**src/rtl/cpu_pkg.sv**
```systemverilog
// Shared widths, constants and fetch state encoding for the 16-bit processor front end.
// Also provides the PC alignment helper used on redirect.
package cpu_pkg;

  localparam int PC_W    = 16;
  localparam int INSTR_W = 16;

  localparam logic [PC_W-1:0]    PC_STEP   = 16'd2;
  localparam logic [INSTR_W-1:0] NOP_INSTR = 16'h0000;

  typedef enum logic {
    FETCH_RUN,
    FETCH_HALT
  } fetch_state_t;

  // Instructions live at even byte addresses; bit 0 of a target is ignored.
  function automatic logic [PC_W-1:0] align_pc(input logic [PC_W-1:0] pc);
    return {pc[PC_W-1:1], 1'b0};
  endfunction

endpackage

```
**src/rtl/fetch_queue.sv**
```systemverilog
// Prefetch FIFO of {pc, instr} pairs between instruction memory and decode.
// Circular buffer with a flush that empties it and takes priority over push.
module fetch_queue
  import cpu_pkg::*;
#(
  parameter int DEPTH = 2
) (
  input  logic               clk,
  input  logic               rst,
  input  logic               i_push,
  input  logic               i_pop,
  input  logic               i_flush,
  input  logic [PC_W-1:0]    i_push_pc,
  input  logic [INSTR_W-1:0] i_push_instr,
  output logic               o_full,
  output logic               o_empty,
  output logic [PC_W-1:0]    o_head_pc,
  output logic [INSTR_W-1:0] o_head_instr
);

  localparam int PTR_W = (DEPTH > 1) ? $clog2(DEPTH) : 1;
  localparam int CNT_W = $clog2(DEPTH + 1);

  logic [PC_W-1:0]    r_pc    [DEPTH];
  logic [INSTR_W-1:0] r_instr [DEPTH];
  logic [PTR_W-1:0]   r_rd_ptr;
  logic [PTR_W-1:0]   r_wr_ptr;
  logic [CNT_W-1:0]   r_count;

  function automatic logic [PTR_W-1:0] ptr_inc(input logic [PTR_W-1:0] p);
    return (p == PTR_W'(DEPTH - 1)) ? '0 : p + 1'b1;
  endfunction

  always_ff @(posedge clk) begin
    if (rst) begin
      r_rd_ptr <= '0;
      r_wr_ptr <= '0;
      r_count  <= '0;
      for (int i = 0; i < DEPTH; i++) begin
        r_pc[i]    <= '0;
        r_instr[i] <= NOP_INSTR;
      end
    end else if (i_flush) begin
      r_rd_ptr <= '0;
      r_wr_ptr <= '0;
      r_count  <= '0;
    end else begin
      if (i_push) begin
        r_pc[r_wr_ptr]    <= i_push_pc;
        r_instr[r_wr_ptr] <= i_push_instr;
        r_wr_ptr          <= ptr_inc(r_wr_ptr);
      end
      if (i_pop) begin
        r_rd_ptr <= ptr_inc(r_rd_ptr);
      end
      case ({i_push, i_pop})
        2'b10:   r_count <= r_count + 1'b1;
        2'b01:   r_count <= r_count - 1'b1;
        default: r_count <= r_count;
      endcase
    end
  end

  assign o_empty      = (r_count == '0);
  assign o_full       = (r_count == CNT_W'(DEPTH));
  assign o_head_pc    = r_pc[r_rd_ptr];
  assign o_head_instr = r_instr[r_rd_ptr];

endmodule

```
**src/rtl/fetch_unit.sv**
```systemverilog
// Instruction fetch controller: owns fetch_pc, feeds the prefetch queue and
// handles redirect flushes and the sticky halt.
//
//   state      | meaning
//   FETCH_RUN  | fetch one instruction per cycle when the queue has room
//   FETCH_HALT | fetch_pc frozen, no fetch; queue still drains to decode
module fetch_unit
  import cpu_pkg::*;
#(
  parameter logic [PC_W-1:0] RESET_PC = 16'h0000,
  parameter int              DEPTH    = 2
) (
  input  logic               clk,
  input  logic               rst,
  output logic [PC_W-1:0]    imem_pc,
  input  logic [INSTR_W-1:0] imem_instr,
  input  logic               redirect_valid,
  input  logic [PC_W-1:0]    redirect_pc,
  input  logic               halt_req,
  output logic               out_valid,
  input  logic               out_ready,
  output logic [INSTR_W-1:0] out_instr,
  output logic [PC_W-1:0]    out_pc,
  output logic               halted
);

  fetch_state_t    r_state;
  logic [PC_W-1:0] r_fetch_pc;
  logic            r_halted;

  logic w_full;
  logic w_empty;
  logic w_push;
  logic w_pop;

  assign w_pop  = !w_empty && out_ready;
  // A full queue still accepts a fetch when decode frees the head this cycle.
  assign w_push = (r_state == FETCH_RUN) && !redirect_valid && !halt_req
                  && (!w_full || w_pop);

  always_ff @(posedge clk) begin
    if (rst) begin
      r_state    <= FETCH_RUN;
      r_fetch_pc <= RESET_PC;
      r_halted   <= 1'b0;
    end else if (redirect_valid) begin
      r_state    <= FETCH_RUN;
      r_fetch_pc <= align_pc(redirect_pc);
      r_halted   <= 1'b0;
    end else begin
      if (w_push) begin
        r_fetch_pc <= r_fetch_pc + PC_STEP;
      end
      if (halt_req) begin
        r_state  <= FETCH_HALT;
        r_halted <= 1'b1;
      end
    end
  end

  fetch_queue #(
    .DEPTH(DEPTH)
  ) u_queue (
    .clk         (clk),
    .rst         (rst),
    .i_push      (w_push),
    .i_pop       (w_pop),
    .i_flush     (redirect_valid),
    .i_push_pc   (r_fetch_pc),
    .i_push_instr(imem_instr),
    .o_full      (w_full),
    .o_empty     (w_empty),
    .o_head_pc   (out_pc),
    .o_head_instr(out_instr)
  );

  assign imem_pc   = r_fetch_pc;
  assign out_valid = !w_empty;
  assign halted    = r_halted;

endmodule
```
**config.mk**
```make
export PLATFORM = sky130hd
export DESIGN_NAME = fetch_unit
export DESIGN_NICKNAME = d
export VERILOG_FILES = /design/src/rtl/cpu_pkg.sv /design/src/rtl/fetch_queue.sv /design/src/rtl/fetch_unit.sv
export SDC_FILE = /design/constraint.sdc
export NUM_CORES = 1
export LEC_CHECK = 0
export CELL_PAD_IN_SITES_DETAIL_PLACEMENT = 2
export CELL_PAD_IN_SITES_GLOBAL_PLACEMENT = 2
export CORE_ASPECT_RATIO = 2
export CORE_UTILIZATION = 33
export CTS_CLUSTER_DIAMETER = 200
export DETAILED_ROUTE_END_ITERATION = 8
export PLACE_DENSITY = 0.9
export SYNTH_ARGS = -nofsm -noshare
export SYNTH_HDL_FRONTEND = slang
export SYNTH_SLANG_ARGS = --single-unit
```
**constraint.sdc**
```tcl
create_clock -name clk -period 4.7 [get_ports clk]
set_input_delay 0.705 -clock clk [delete_from_list [all_inputs] [get_ports clk]]
set_output_delay 0.705 -clock clk [all_outputs]
set_load 0.02 [all_outputs]
```
---- Word level (Yosys, flattened, before mapping) ----
Memory sizes are Yosys's and may differ from the RTL's. A register that Yosys moved wholly into a read port is not among the register bits.
Index checks and enable logic that the tools add are counted.
storage, ports and cells
  bits in registers ....................... 21
  memory bits (writable) .................. 64
  input port bits ......................... 37
  output and inout bits ................... 50
  memories kept ........................... 2
operators by class
  $add $sub $neg .......................... 5
  equal/unequal tests ..................... 3
  muxes and demuxes ....................... 21
  bitwise operators ....................... 1
  reductions and logical operators ........ 15
memory list
  memory           words  width  rd ports  clocked after Yosys merged registers in  write ports  RTL line           RTL
  u_queue.r_instr  2      16     1         1                                        2            fetch_queue.sv:25  logic [INSTR_W-1:0] r_instr [DEPTH];
  u_queue.r_pc     2      16     1         1                                        2            fetch_queue.sv:24  logic [PC_W-1:0] r_pc [DEPTH];
operators by type and width
  cell                     count
  $mux W16                 4
  $reduce_or A16 Y1        2
  $add A16 B2 Y16 const B  1
  $mux W1                  16
  $eq A2 B2 Y1 const B     2
  $logic_and A1 B1 Y1      4
  $logic_not A1 Y1         4
  $pmux W2 S2              1
  $reduce_bool A2 Y1       2
  $add A1 B1 Y1 const B    2
  $add A2 B1 Y2 const B    1
  $eq A2 B1 Y1 const B     1
  $logic_not A2 Y1         1
  $reduce_or A2 Y1         1
  $sub A2 B1 Y2 const B    1
  $logic_or A1 B1 Y1       1
  $not A1 Y1               1

---- Logic depth before layout (Yosys ltp) ----
Gate-level depths: netlist (run 1).
  depth in word-level cells ............... 11
  mapped depth ............................ 6

---- By module ----
Synthesis (run 1) repeated with hierarchy kept, for this count alone.
second synthesis, totals
  cells, all modules ...................... 319
  area total of the unflattened synthesis .. 4,005.1 sq um
by module, submodules not included
  module       instances  cells each  area each (sq um)  sequential area each (sq um)
  fetch_queue  1          203         3,004.1            2,021.9
  fetch_unit   1          116         1,001.0            320.3

---- Worst setup path after synthesis (run 1) ----
Ideal clock, no wire load.
  path kind ............................... input port to flip-flop
  start ................................... in halt_req
  end ..................................... mem u_queue.r_instr[0][0] (enable)
  arrival time ............................ 3.301 ns
  required time ........................... 4.238 ns
  path slack .............................. 0.937 ns
  cell stages on the path ................. 3
  path buffers ............................ 0
  path through ............................ nor2_1 > nand3_1 > o21ai_0
RTL lines
  element          RTL line           RTL
  start, declared  fetch_unit.sv:19   input logic halt_req,
  end, declared    fetch_queue.sv:25

---- Worst setup path after layout (run 1) ----
  start ................................... in redirect_valid
  end ..................................... reg u_queue.r_count[1]
between the ends
  cells in the longest elaborated chain, start to end .. 6
  elaborated cells between the ends (all ways) .. 9
  classes of those cells .................. eq/ne: 2; mux: 1; reduce/logical: 6
ends and longest elaborated chain
  element                                            RTL line           RTL
  start, declared                                    fetch_unit.sv:17   input logic redirect_valid,
  $logic_not A1 Y1                                   fetch_unit.sv:38   assign w_push = (r_state == FETCH_RUN) && !redirect_valid && !halt_req
  $logic_and A1 B1 Y1 (2 in series)                  fetch_unit.sv:38
  $logic_and A1 B1 Y1                                fetch_unit.sv:39   && (!w_full || w_pop);
  $eq A2 B1 Y1 or $eq A2 B2 Y1 (tied branches)       fetch_queue.sv:56  case ({i_push, i_pop})
  $pmux W2 S2 or $reduce_bool A2 Y1 (tied branches)  n/a
  end signal, assigned                               fetch_queue.sv:57  2'b10: r_count <= r_count + 1'b1;
  end signal, assigned                               fetch_queue.sv:58  2'b01: r_count <= r_count - 1'b1;
  end signal, assigned                               fetch_queue.sv:59  default: r_count <= r_count;
  end, declared                                      fetch_queue.sv:28  logic [CNT_W-1:0] r_count;
Several ways; a longest one is shown, not always the timed one.
A chain may end at the register's enable or synchronous reset.

==> impl_metrics.tcl, run 1 <==
set metrics [dict create \
    status "finished, final reports clean" \
    fp.dieH_um 153.4 \
    layout_common_cells "clkdlybuf4s50_1, and2_1, edfxtp_1" \
    io_pins 87 \
    root_buffer "clkbuf_16" \
    drt-vias-per-instance 4.985 \
    cts_setup_buffers 0 \
    ir_drop_mv 0.1800 \
    hp-class "flip-flop to flip-flop" \
    htreeDepth 3 \
    antenna_found_initial 0 \
    netlist_instances 303 \
    synthArstFlopShare 0 \
    min_period_ns 2.755 \
    gp_congestion 0.7943 \
    wl_per_cell_um 18.37 \
    post_cts_resized 0 \
    critPathArrivalTime_ns 3.01 \
    die-width_um 77.69 \
    final_cells 533 \
    cts_tree "built" \
    worstSetupPathType "input port to flip-flop" \
    synthFlopType "edfxtp_1" \
    synth_top_area_cell "edfxtp_1" \
    grt_max_degree 32 \
    p_leak_nw 1.841 \
    ys_top_cells_by_area "edfxtp_1, dfxtp_1, and2_1" \
    grt_usage 0.1786 \
    r2r_cells 5 \
    r2r-end "imem_pc[15]$_SDFFE_PP0P_" \
    end_kind "flip-flop" \
    insertion_delay_ns 0.33 \
    worstMarginPinSlew_ns 0.5369 \
    cts.clk_slew.worst_paths_ns 0.06 \
    post-synth-top-area-fraction 0.4924 \
    cp_cell_sequence "clkdlybuf4s50_1 > clkinv_1 > nand3_1 > ha_1 > or3_1 > a21oi_1" \
    r2r_slack_ns 2.34 \
    port_buffers 83 \
    drtPass1Iterations 4 \
    cts_sinks 83 \
    whs_ns 0.5242 \
    cts_buffer_depth 2 \
    dp_hpwl_um 6901 \
    layout-drive-gt1-share 0.1483 \
    crit_fanout 14 \
    syn-cell-area_um2 3781 \
    fp.coreArea_um2 11220 \
    grt_pass1_vias 2965 \
    antenna_cells 0 \
    p_per_area_nw_per_um2 343.6 \
    final_common_cell "clkdlybuf4s50_1" \
    start_util 0.3371 \
    ctsHoldBuffers 0 \
    holdPathEnd "u_queue.r_rd_ptr$_SDFFE_PP0P_" \
    ys_seq_area_frac 0.6036 \
    min_from "u_queue.r_rd_ptr$_SDFFE_PP0P_" \
    slew_headroom 0.6413 \
    dp_cells 517 \
    finalSetupViolCount 0 \
    setup_tns_ns 0 \
    synth_edf_count 62 \
    yosysWarnings 0 \
    slew_violations 0 \
    ys_ff_latch 83 \
    holdPathStages 2 \
    die-area_um2 11920 \
    vias 2657 \
    ant_nets 0 \
    nNetsFinal 425 \
    fmaxAchievable_ghz 0.3630 \
    skew_ns 0.008778 \
    hold_viol_final 0 \
    drt_iter0_markers 52 \
    slowest_stage "clkdlybuf4s50_1" \
    grt_pass1_wl_um 15780 \
    grt_setup_unrepaired "no" \
    min_period_over_period 0.5862 \
    cap_violations 0 \
    startpoint_type "input port" \
    synth.distinct_cells 42 \
    grt.overflow.total 0 \
    placementRows 55 \
    synth.avg_cell_area_um2 12.48 \
    cpPeakStageDelay_ns 0.63 \
    cts_inserted_buffers 9 \
    drc 0 \
    r2r_start "imem_pc[1]$_SDFFE_PP0P_" \
    drt_wl_total_um 9789 \
    syn_to_final_growth_pct 34.41 \
    required_ns 4.95 \
]
-- metrics by stage --
stage / setup slack (ns) / cell area, um2 / util / power (mW)
final: 1.945 / 5082 / 0.4531 / 1.746
after global routing: 1.771 / 5082 / 0.4531 / 1.815
after CTS: 1.864 / 5082 / 0.4531 / 1.768
after detailed placement: 1.522 / 4798 / 0.4278 / 1.101
after global placement: 1.618 / 4798 / 0.4278 / 1.089
after floorplan: 0.9371 / 3785 / - / 0.9766
-- worst max-delay path: cells and delay by family --
| family | cells | cell delay, ns |
|---|---|---|
| and+or+nand+nor | 2 | 0.77 |
| adders and majority gates | 1 | 0.34 |
| AOI/OAI and AO/OA | 1 | 0.15 |
| buffers and inverters | 2 | 1.05 |
-- cell usage after synthesis, types with 4 or more instances --
cell and count:
xnor2_1 6, nand4_1 4, nor4_1 4, mux2_2 31
xor2_1 4, o21ai_0 7, dfxtp_1 21, clkbuf_1 13
and2_1 62, edfxtp_1 62, nor2_1 17, nand2_1 8
nand3_1 9, a211oi_1 8, or3_1 4
-- per-layer routing --
metal	global-route usage	up-vias	part of all wire
met5	0	-	0
met4	0.06828	0	0.016
met3	0.03224	10	0.025
met2	0.3536	51	0.61
met1	0.1763	1332	0.35
li1	-	1264	-
-- worst max-delay path by stage --
stage,startpoint,end,slack (ns)
2_1_floorplan,halt_req,u_queue.r_instr[0][0]$_SDFFCE_PN0P_,0.94
3_3_place_gp,redirect_valid,u_queue.r_count[1]$_SDFFE_PP0P_,1.62
3_5_place_dp,redirect_valid,u_queue.r_count[1]$_SDFFE_PP0P_,1.52
4_1_cts,redirect_valid,u_queue.r_count[1]$_SDFFE_PP0P_,1.86
5_1_grt,redirect_valid,u_queue.r_count[1]$_SDFFE_PP0P_,1.77
6_report,redirect_valid,u_queue.r_count[1]$_SDFFE_PP0P_,1.95
-- power breakdown --
part           internal (mW)  switching [mW]  total [mW]
registers              0.828          0.0294       0.858
logic                  0.111           0.113       0.224
clock network          0.400           0.264       0.664
total                   1.34           0.406        1.75
-- registers in the layout, summed over array words and instances, names as in the netlist, named ones only --
register          cells
u_queue.r_instr      32
u_queue.r_pc         30
imem_pc              15
u_queue.r_count       2
halted                1
u_queue.r_rd_ptr      1
u_queue.r_wr_ptr      1
-- cell families after synthesis --
kind of cell	after synthesis	synth area share
AO/OA/AOI/OAI	26	0.04865
XOR/XNOR	10	0.02316
adder cells (fa/ha/maj)	2	0.006617
buffers and inverters	23	0.02515
flip-flops	83	0.6036
multiplexers	34	0.1003
other	1	0.0009918
AND/OR/NAND/NOR	124	0.1916
-- area by class of cell --
type,instances,area [um2]
inverter,4,15.01
clock inverter,2,10.01
timing repair buffer,90,883.3
tap,142,177.7
clock buffer,14,274.0
fill,1104,6135
sequential,83,2282
multi-input combinational,198,1440
No activity file was read; power rests on OpenSTA's default activity.
==> run 2: changes to the inputs <==
- clock period: 4.7 -> 2.8 ns (I/O delays scaled with it)
==> run 2 against run 1 <==
Cell area rose by 2.1%. Final cell count grew 1.1%. Die area is the same. Non-clock buffer count is 6 higher. Combinational power is 79% higher. Clock-buffer cell count did not move. Critical path depth fell by 3. Core utilization up 0.94 points. Routed wire length rose by 6.1%. Sequential power rose by 68%. Register-to-register slack lost 1.7 ns. Highest routed layer unchanged.
==> impl_metrics.tcl, run 2 (synthesis results as in run 1) <==
set metrics [dict create \
    required_ns 2.38 \
    cts_sinks 83 \
    largest_register_ffs 32 \
    min_period_over_period 0.8622 \
    fp.coreArea_um2 11220 \
    ir_drop_mv 0.3023 \
    grt_max_degree 32 \
    ctsHoldBuffers 0 \
    fp.dieH_um 153.4 \
    post-place-ws_ns 0.2615 \
    grt.overflow.total 0 \
    worstMarginPinSlew_ns 0.5766 \
    final_cells 539 \
    drc 0 \
    antenna_found_initial 0 \
    placed_cell_area_um2 4868 \
    placementRows 55 \
    dp_hpwl_um 7336 \
    drtPass1Iterations 4 \
    grt_pass1_wl_um 16850 \
    finalWorstSetupSlack_ns 0.3857 \
    cts.clk_slew.worst_paths_ns 0.06 \
    ant_nets 0 \
    die-area_um2 11920 \
    dp_cells 523 \
    insertion_delay_ns 0.33 \
    root_buffer "clkbuf_16" \
    vias 2708 \
    whs_ns 0.5275 \
    slew_headroom 0.6148 \
    cts_buffer_depth 2 \
    hold_viol_final 0 \
    htreeDepth 3 \
    antenna_cells 0 \
    worstSetupPathType "flip-flop to primary output" \
    drt_iter0_markers 93 \
    critPathArrivalTime_ns 1.99 \
    grt_usage 0.1886 \
    cts_tree "built" \
    status "finished, final reports clean" \
    hp-class "flip-flop to flip-flop" \
    nNetsFinal 431 \
    finalSetupViolCount 0 \
    min_period_ns 2.414 \
    finalPower_mw 3.057 \
    fmaxAchievable_ghz 0.4142 \
    design_area_um2 5187 \
    post_cts_resized 0 \
    cts_setup_buffers 0 \
    crit_fanout 31 \
    cts_inserted_buffers 9 \
    startpoint_type "flip-flop" \
    skew_ns 0.005416 \
    drt_wl_total_um 10390 \
    syn_to_final_growth_pct 37.19 \
    p_per_area_nw_per_um2 589.2 \
    io_pins 87 \
    grt_setup_unrepaired "no" \
    final_common_cell "clkdlybuf4s50_1" \
    start_util 0.3371 \
    port_buffers 83 \
    registers.top_by_ff_count "u_queue.r_instr" \
    layout-drive-gt1-share 0.1662 \
    grt_pass1_vias 2986 \
    p_leak_nw 1.893 \
    slew_violations 0 \
    cap_violations 0 \
    gp_congestion 0.7655 \
    wl_per_cell_um 19.28 \
    drt-vias-per-instance 5.024 \
    end_kind "primary output" \
    die-width_um 77.69 \
    layout_common_cells "clkdlybuf4s50_1, and2_1, edfxtp_1" \
]
[run 2: layout make-up]
type | count | area (um2)
multi-input combinational | 198 | 1440
tap | 142 | 177.7
inverter | 4 | 15.01
timing repair buffer | 96 | 953.4
clock inverter | 2 | 12.51
sequential | 83 | 2282
clock buffer | 14 | 306.5
fill | 1103 | 6030
[run 2: power breakdown]
group          total [mW]  switching, mW  internal (mW)
registers            1.44         0.0461           1.39
logic               0.402          0.202          0.199
clock network        1.22          0.462          0.757
[run 2: worst paths after layout]
| path | from | slack [ns] | cells past startpoint | end |
|---|---|---|---|---|
| worst max-delay path | flip-flop | 0.39 | 3 | out_pc[9] |
| worst min-delay path | u_queue.r_rd_ptr$_SDFFE_PP0P_ | 0.53 | 2 | u_queue.r_rd_ptr$_SDFFE_PP0P_ |
| worst max register to register | imem_pc[3]$_SDFFE_PP0P_ | 0.66 | 4 | imem_pc[10]$_SDFFE_PP0P_ |
| worst min register to register | u_queue.r_rd_ptr$_SDFFE_PP0P_ | 0.53 | 2 | u_queue.r_rd_ptr$_SDFFE_PP0P_ |
[run 2: layer usage]
metal	GRT usage	part of all wire	vias up
li1	-	-	1270
met1	0.2092	0.37	1361
met2	0.3434	0.57	61
met3	0.03045	0.025	16
met4	0.08715	0.030	0
met5	0	0	-
[run 2: through the flow]
stage	setup TNS (ns)	utilization
finish	0	0.4625
global route	0	0.4625
CTS	0	0.4625
detailed placement	0	0.4340
global placement	0	0.4340
floorplan	-42.03	-
[run 2: worst max-delay path, stage by stage (launching register included)]
cell and delay [ns]:
dfxtp_1 0.31, buf_4 0.38, mux2_2 0.39, clkdlybuf4s50_1 0.58
==> run 3: changes to the inputs <==
- CTS_CLUSTER_DIAMETER: 200 -> not set
==> results of run 3 <==
The final DEF is identical to that of run 2; final timing and power are the same.
